[src/rtl/lsq_mem_sched.sv]
// Load/store queue memory scheduler: issues one LSQ head entry at a time to memory,
// then returns load data over the CDB. Flushes never abandon an in-flight memory access.
module lsq_mem_sched #(
    parameter int unsigned ACK_TIMEOUT = 16
) (
    input  logic        clock,
    input  logic        nreset,

    input  logic        lsq_ready,
    input  logic        lsq_opcode,
    input  logic [31:0] lsq_addr,
    input  logic [31:0] lsq_wdata,
    input  logic [4:0]  lsq_rd_tag,
    output logic        lsq_issue,

    output logic        mem_req,
    output logic        mem_we,
    output logic [31:0] mem_addr,
    output logic [31:0] mem_wdata,
    input  logic        mem_ack,
    input  logic [31:0] mem_rdata,

    output logic        cdb_req,
    output logic [4:0]  cdb_req_tag,
    output logic [31:0] cdb_req_data,
    input  logic        cdb_gnt,

    input  logic        flush_valid,
    output logic        store_done,
    output logic        busy,
    output logic        align_err,
    output logic        timeout_err
);

    typedef enum logic [1:0] {
        IDLE  = 2'd0,
        MEM   = 2'd1,
        CDB   = 2'd2,
        DRAIN = 2'd3
    } state_t;

    localparam logic [7:0] WAIT_LAST = 8'(ACK_TIMEOUT - 1);

    state_t      state_q, state_d;
    logic        is_store_q, is_store_d;
    logic [4:0]  rd_tag_q, rd_tag_d;
    logic [7:0]  wait_cnt_q, wait_cnt_d;

    logic        mem_req_q, mem_req_d;
    logic        mem_we_q, mem_we_d;
    logic [31:0] mem_addr_q, mem_addr_d;
    logic [31:0] mem_wdata_q, mem_wdata_d;
    logic        cdb_req_q, cdb_req_d;
    logic [4:0]  cdb_req_tag_q, cdb_req_tag_d;
    logic [31:0] cdb_req_data_q, cdb_req_data_d;
    logic        store_done_q, store_done_d;
    logic        busy_q, busy_d;
    logic        align_err_q, align_err_d;
    logic        timeout_err_q, timeout_err_d;

    assign lsq_issue = lsq_ready & (state_q == IDLE) & ~flush_valid;

    always_comb begin
        // NOTE: every signal gets a default before the case so no path leaves it unassigned (no latches).
        state_d        = state_q;
        is_store_d     = is_store_q;
        rd_tag_d       = rd_tag_q;
        wait_cnt_d     = wait_cnt_q;
        mem_addr_d     = mem_addr_q;
        mem_wdata_d    = mem_wdata_q;
        cdb_req_tag_d  = cdb_req_tag_q;
        cdb_req_data_d = cdb_req_data_q;
        store_done_d   = 1'b0;
        align_err_d    = align_err_q;
        timeout_err_d  = timeout_err_q;

        case (state_q)
            IDLE: begin
                if (lsq_issue) begin
                    if (lsq_addr[1:0] != 2'b00) begin
                        // Misaligned entries are consumed without touching memory.
                        align_err_d = 1'b1;
                    end else begin
                        is_store_d  = lsq_opcode;
                        rd_tag_d    = lsq_rd_tag;
                        mem_addr_d  = lsq_addr;
                        mem_wdata_d = lsq_wdata;
                        wait_cnt_d  = 8'd0;
                        state_d     = MEM;
                    end
                end
            end
            MEM, DRAIN: begin
                // Ack beats the timeout threshold; the threshold beats a flush.
                if (mem_ack) begin
                    state_d = IDLE;
                    if (state_q == MEM && !flush_valid) begin
                        if (is_store_q) begin
                            store_done_d = 1'b1;
                        end else begin
                            cdb_req_data_d = mem_rdata;
                            cdb_req_tag_d  = rd_tag_q;
                            state_d        = CDB;
                        end
                    end
                end else if (wait_cnt_q == WAIT_LAST) begin
                    timeout_err_d = 1'b1;
                    state_d       = IDLE;
                end else begin
                    wait_cnt_d = wait_cnt_q + 8'd1;
                    if (state_q == MEM && flush_valid) begin
                        state_d = DRAIN;
                    end
                end
            end
            CDB: begin
                if (cdb_gnt || flush_valid) begin
                    state_d = IDLE;
                end
            end
            default: state_d = IDLE;
        endcase

        // Registered outputs follow the state being entered.
        mem_req_d = (state_d == MEM) || (state_d == DRAIN);
        mem_we_d  = mem_req_d & is_store_d;
        cdb_req_d = (state_d == CDB);
        busy_d    = (state_d != IDLE);
    end

    // NOTE: sequential state uses non-blocking assignments so all flops update together at the edge.
    always_ff @(posedge clock or negedge nreset) begin
        if (!nreset) begin
            state_q        <= IDLE;
            is_store_q     <= 1'b0;
            rd_tag_q       <= 5'd0;
            wait_cnt_q     <= 8'd0;
            mem_req_q      <= 1'b0;
            mem_we_q       <= 1'b0;
            mem_addr_q     <= 32'd0;
            mem_wdata_q    <= 32'd0;
            cdb_req_q      <= 1'b0;
            cdb_req_tag_q  <= 5'd0;
            cdb_req_data_q <= 32'd0;
            store_done_q   <= 1'b0;
            busy_q         <= 1'b0;
            align_err_q    <= 1'b0;
            timeout_err_q  <= 1'b0;
        end else begin
            state_q        <= state_d;
            is_store_q     <= is_store_d;
            rd_tag_q       <= rd_tag_d;
            wait_cnt_q     <= wait_cnt_d;
            mem_req_q      <= mem_req_d;
            mem_we_q       <= mem_we_d;
            mem_addr_q     <= mem_addr_d;
            mem_wdata_q    <= mem_wdata_d;
            cdb_req_q      <= cdb_req_d;
            cdb_req_tag_q  <= cdb_req_tag_d;
            cdb_req_data_q <= cdb_req_data_d;
            store_done_q   <= store_done_d;
            busy_q         <= busy_d;
            align_err_q    <= align_err_d;
            timeout_err_q  <= timeout_err_d;
        end
    end

    assign mem_req      = mem_req_q;
    assign mem_we       = mem_we_q;
    assign mem_addr     = mem_addr_q;
    assign mem_wdata    = mem_wdata_q;
    assign cdb_req      = cdb_req_q;
    assign cdb_req_tag  = cdb_req_tag_q;
    assign cdb_req_data = cdb_req_data_q;
    assign store_done   = store_done_q;
    assign busy         = busy_q;
    assign align_err    = align_err_q;
    assign timeout_err  = timeout_err_q;

endmodule
[config.mk]
export PLATFORM = sky130hd
export DESIGN_NAME = lsq_mem_sched
export DESIGN_NICKNAME = d
export VERILOG_FILES = /design/src/rtl/lsq_mem_sched.sv
export SDC_FILE = /design/constraint.sdc
export NUM_CORES = 1
export LEC_CHECK = 0
export ABC_CLOCK_PERIOD_IN_PS = 3900
export BUFFER_PORTS_ARGS = -buffer_cell sky130_fd_sc_hd__buf_2
export CELL_PAD_IN_SITES_DETAIL_PLACEMENT = 0
export CELL_PAD_IN_SITES_GLOBAL_PLACEMENT = 1
export CORE_ASPECT_RATIO = 2
export CORE_UTILIZATION = 35
export CTS_CLUSTER_DIAMETER = 40
export DETAILED_ROUTE_END_ITERATION = 7
export PLACE_DENSITY_LB_ADDON = 0.1
export SYNTH_ARGS = -nofsm -noshare
export SYNTH_HDL_FRONTEND = slang
export SYNTH_SLANG_ARGS = --single-unit
[constraint.sdc]
create_clock -name clock -period 3.9 [get_ports clock]
set_clock_uncertainty 0.05 [all_clocks]
set_input_delay 0.585 -clock clock [delete_from_list [all_inputs] [get_ports clock]]
set_output_delay 0.585 -clock clock [all_outputs]
set_load 0.03 [all_outputs]
==> impl_metrics.tcl <==
set metrics [dict create \
    cts-buffers-inserted 17 \
    place_hpwl_mm 8.55 \
    critical_path.slowest_cell "or4b_1" \
    count_of_unique_library_cells_instantiated_by_yosys 40 \
    core_area_um2 13400 \
    area.sequential_um2 3100 \
    maximum_number_of_pins_on_one_net_before_global_route_repair 61 \
    mappedNetlistArea_um2 4800 \
    pwr-share-comb_pct 30.6 \
    placement_rows 60 \
    required_ps 3260 \
    ant_nets 0 \
    critical-path-max-stage-delay_ps 740 \
    remaining_drc_errors 19 \
    worstSetupStartpointType "register" \
    ios 217 \
    post_synth.cell_area_avg_um2 15.9 \
    postCtsResizedCells 0 \
    regToRegSetupSlack_ps 1340 \
    timing.critical_path.cells "or4b_1 > inv_1 > buf_2" \
    worstReg2RegStart "state_q[1]$_DFF_PN0_" \
    setup_violations 0 \
    grt_pass1_vias 3313 \
    global_route_wire_length_before_repair_mm 17.8 \
    finish.cell_count_without_fillers 696 \
    die_w_um 84.8 \
    power_density_nw_per_um2 703 \
    filler_cell_count 1264 \
    wirelength_mm 11.5 \
    clk_latency_ps 410 \
    power.switching_mw 1.63 \
    drt-initial-drc-count 128 \
    run_status "finished with violations" \
    wl_met3_um 743 \
    timing.critical_path.to_type "primary output" \
    finish.instance_area_um2 6550 \
    dr.max_layer_used "met4" \
    synth.yosys.warnings 0 \
    cts_tree "done" \
    p_seq_share_pct 38.6 \
    wl_met1_mm 3.97 \
    start_util_pct 35.7 \
    multiInputGateArea_um2 1560 \
    clock_power_share_pct 30.9 \
    netlist_instances 301 \
    final_min_period_over_clock_period_pct 65.8 \
    r2r.worst_path.cells 4 \
    worst-path-buf-inv 2 \
    fmax_ghz 0.390 \
    clk_transition_reported_paths_ps 60 \
    timing.final.max_slew_violations 0 \
    global_route.overflow_total 0 \
    drt-vias-per-instance 4.76 \
    synth_nets 410 \
    crit_path_max_fanout 8 \
    setup-tns-final_ps 0 \
    area.growth.synth_to_final_pct 36.4 \
    violations "DRC" \
    yosysSeqAreaShare_pct 64.6 \
    wl_per_cell_um 16.6 \
    synth_seq_cells 124 \
    type_of_the_most_critical_hold_path "input pin to asynchronous set/reset pin" \
    hold_viol_final 0 \
    crit_cells 3 \
    drive_above_1_share_pct 62.4 \
    met2_wl_mm 6.60 \
    switching_share_pct 35.4 \
    drt_pre_antenna_iters 8 \
    placed_cells 664 \
    cts_buffer_depth 2 \
    ctsHtreeMaxLevel 4 \
    cts-hold-fix-buffers 0 \
    total_via_count_in_the_routed_design 3315 \
    timing.final.crit_period_ps 2570 \
    root_buffer "clkbuf_16" \
    timing.hold.ws_ps 189 \
    criticalPathCategory "register to primary output" \
    arrival_ps 1930 \
    rsz0062_at_grt "no" \
    die_height_um 168 \
    crit_family "simple AND/OR/NAND/NOR gates" \
    total_leakage_power_nw 3.37 \
    tightest_slew_ps 765 \
    internal_power_mw 2.97 \
    timing.max_slew.rel_slack_pct 49.0 \
    grt_antenna_before_repair 1 \
    port-buffer-count 216 \
    placed_cell_area_um2 6010 \
    capture_point_of_the_worst_reg_to_reg_path "mem_addr[4]$_DFFE_PN0P_" \
    num-nets-final 637 \
    fin_util_pct 48.7 \
    clock_sinks 124 \
    fp.dieArea_um2 14200 \
    cap_viol_max_count 0 \
    gpl.final_weighted_congestion 0.742 \
    postCtsSetupRepairBufs 0 \
    worst_ir_drop_vdd_uv 317 \
    globalRouteTotalUtil_pct 16.9 \
]
placed cells by master (no fill, tap or decap), drive strengths merged, types with 2 or more instances in the layout:
cell type  Yosys  routed
nand4          2       2
a21oi          3       3
dfrtp        124     124
nand2          5       5
o21ai          9       9
clkbuf         1      19
mux2i          4       4
or4            2       2
inv            5       6
nor2           2       2
and3           2       2
buf           12     221
clkinvlp       0       3
mux2         104     104
or2            2       2
nand3          2       2
nor4           3       3
clkinv         0       7
and2           2       2
metrics by stage:
stage	worst slack, ps	power, mW
after floorplan	1830	2.73
after global placement	1130	3.20
after detailed placement	1070	3.23
after CTS	1290	4.67
after global routing	1200	4.83
final	1330	4.60
registers in the layout (all words and copies together), names as in the netlist:
register / cells
cdb_req_data: 32
mem_addr: 32
mem_wdata: 32
wait_cnt_q: 8
cdb_req_tag: 5
rd_tag_q: 5
state_q: 2
align_err: 1
busy: 1
cdb_req: 1
is_store_q: 1
mem_req: 1
mem_we: 1
store_done: 1
timeout_err: 1
synth_stat cells, drive strengths merged:
library cell / count / share of area, %
nor2b: 1 / 0.13
or4b: 1 / 0.21
a311oi: 1 / 0.18
and3: 2 / 0.26
nor2: 2 / 0.50
mux2: 104 / 24
or2: 2 / 0.26
nor4: 3 / 0.70
or4: 2 / 0.31
nor4bb: 1 / 0.21
o31ai: 1 / 0.16
nand2b: 1 / 0.13
a21boi: 1 / 0.16
nor4b: 1 / 0.18
o22ai: 1 / 0.13
and2: 2 / 0.26
a21o: 1 / 0.16
nand4: 2 / 0.26
dfrtp: 124 / 65
ha: 1 / 0.26
clkbuf: 1 / 0.078
nand3: 2 / 0.21
a211oi: 1 / 0.16
nor3b: 1 / 0.16
o31a: 1 / 0.18
o21bai: 1 / 0.16
a21oi: 3 / 0.31
inv: 5 / 0.39
nand2: 5 / 0.39
buf: 12 / 2.3
and4b: 1 / 0.21
mux2i: 4 / 0.83
o21a: 1 / 0.16
o21ai: 9 / 0.94
layout make-up:
type / count / share of cell area, %
inverters: 5 / 0.287
multi-input cells: 159 / 23.9
clock buffers: 19 / 6.61
repair buffers: 221 / 17.3
diodes: 1 / 0.0382
flip-flops and latches: 124 / 47.4
well taps: 155 / 2.96
clock inverters: 12 / 1.53
metal layers:
layer,track usage (%),vias up
met5,0,-
met3,4.73,18
li1,-,1528
met1,17.2,1640
met4,7.74,0
met2,31.2,129
power groups by stage:
stage	Clock (mW)	Sequential (mW)	Combinational, mW
floorplan	0	2.42	0.317
global placement	0	1.79	1.41
detailed placement	0	1.80	1.43
CTS	1.46	1.78	1.43
global route	1.52	1.82	1.49
finish	1.42	1.78	1.41
worst max path at each step:
stage | startpoint | to | slack [ps]
4_1_cts | state_q[1]$_DFF_PN0_ | mem_wdata[27]$_DFFE_PN0P_ | 1290
2_1_floorplan | flush_valid | lsq_issue | 1830
3_5_place_dp | flush_valid | mem_wdata[27]$_DFFE_PN0P_ | 1070
6_report | state_q[1]$_DFF_PN0_ | lsq_issue | 1330
3_3_place_gp | flush_valid | mem_addr[2]$_DFFE_PN0P_ | 1130
5_1_grt | state_q[1]$_DFF_PN0_ | mem_wdata[27]$_DFFE_PN0P_ | 1200
kinds of logic (layout without fill, tap and decap cells):
family,after synthesis,in the layout,share of synthesized area [%]
compound gates,21,21,2.68
simple gates,29,29,4.38
other cells,0,1,0
flops,124,124,64.6
fa+ha+maj,1,1,0.261
mux,108,108,25.2
buf+inv,18,257,2.81
Note: power is estimated with default switching activity, not from simulation.
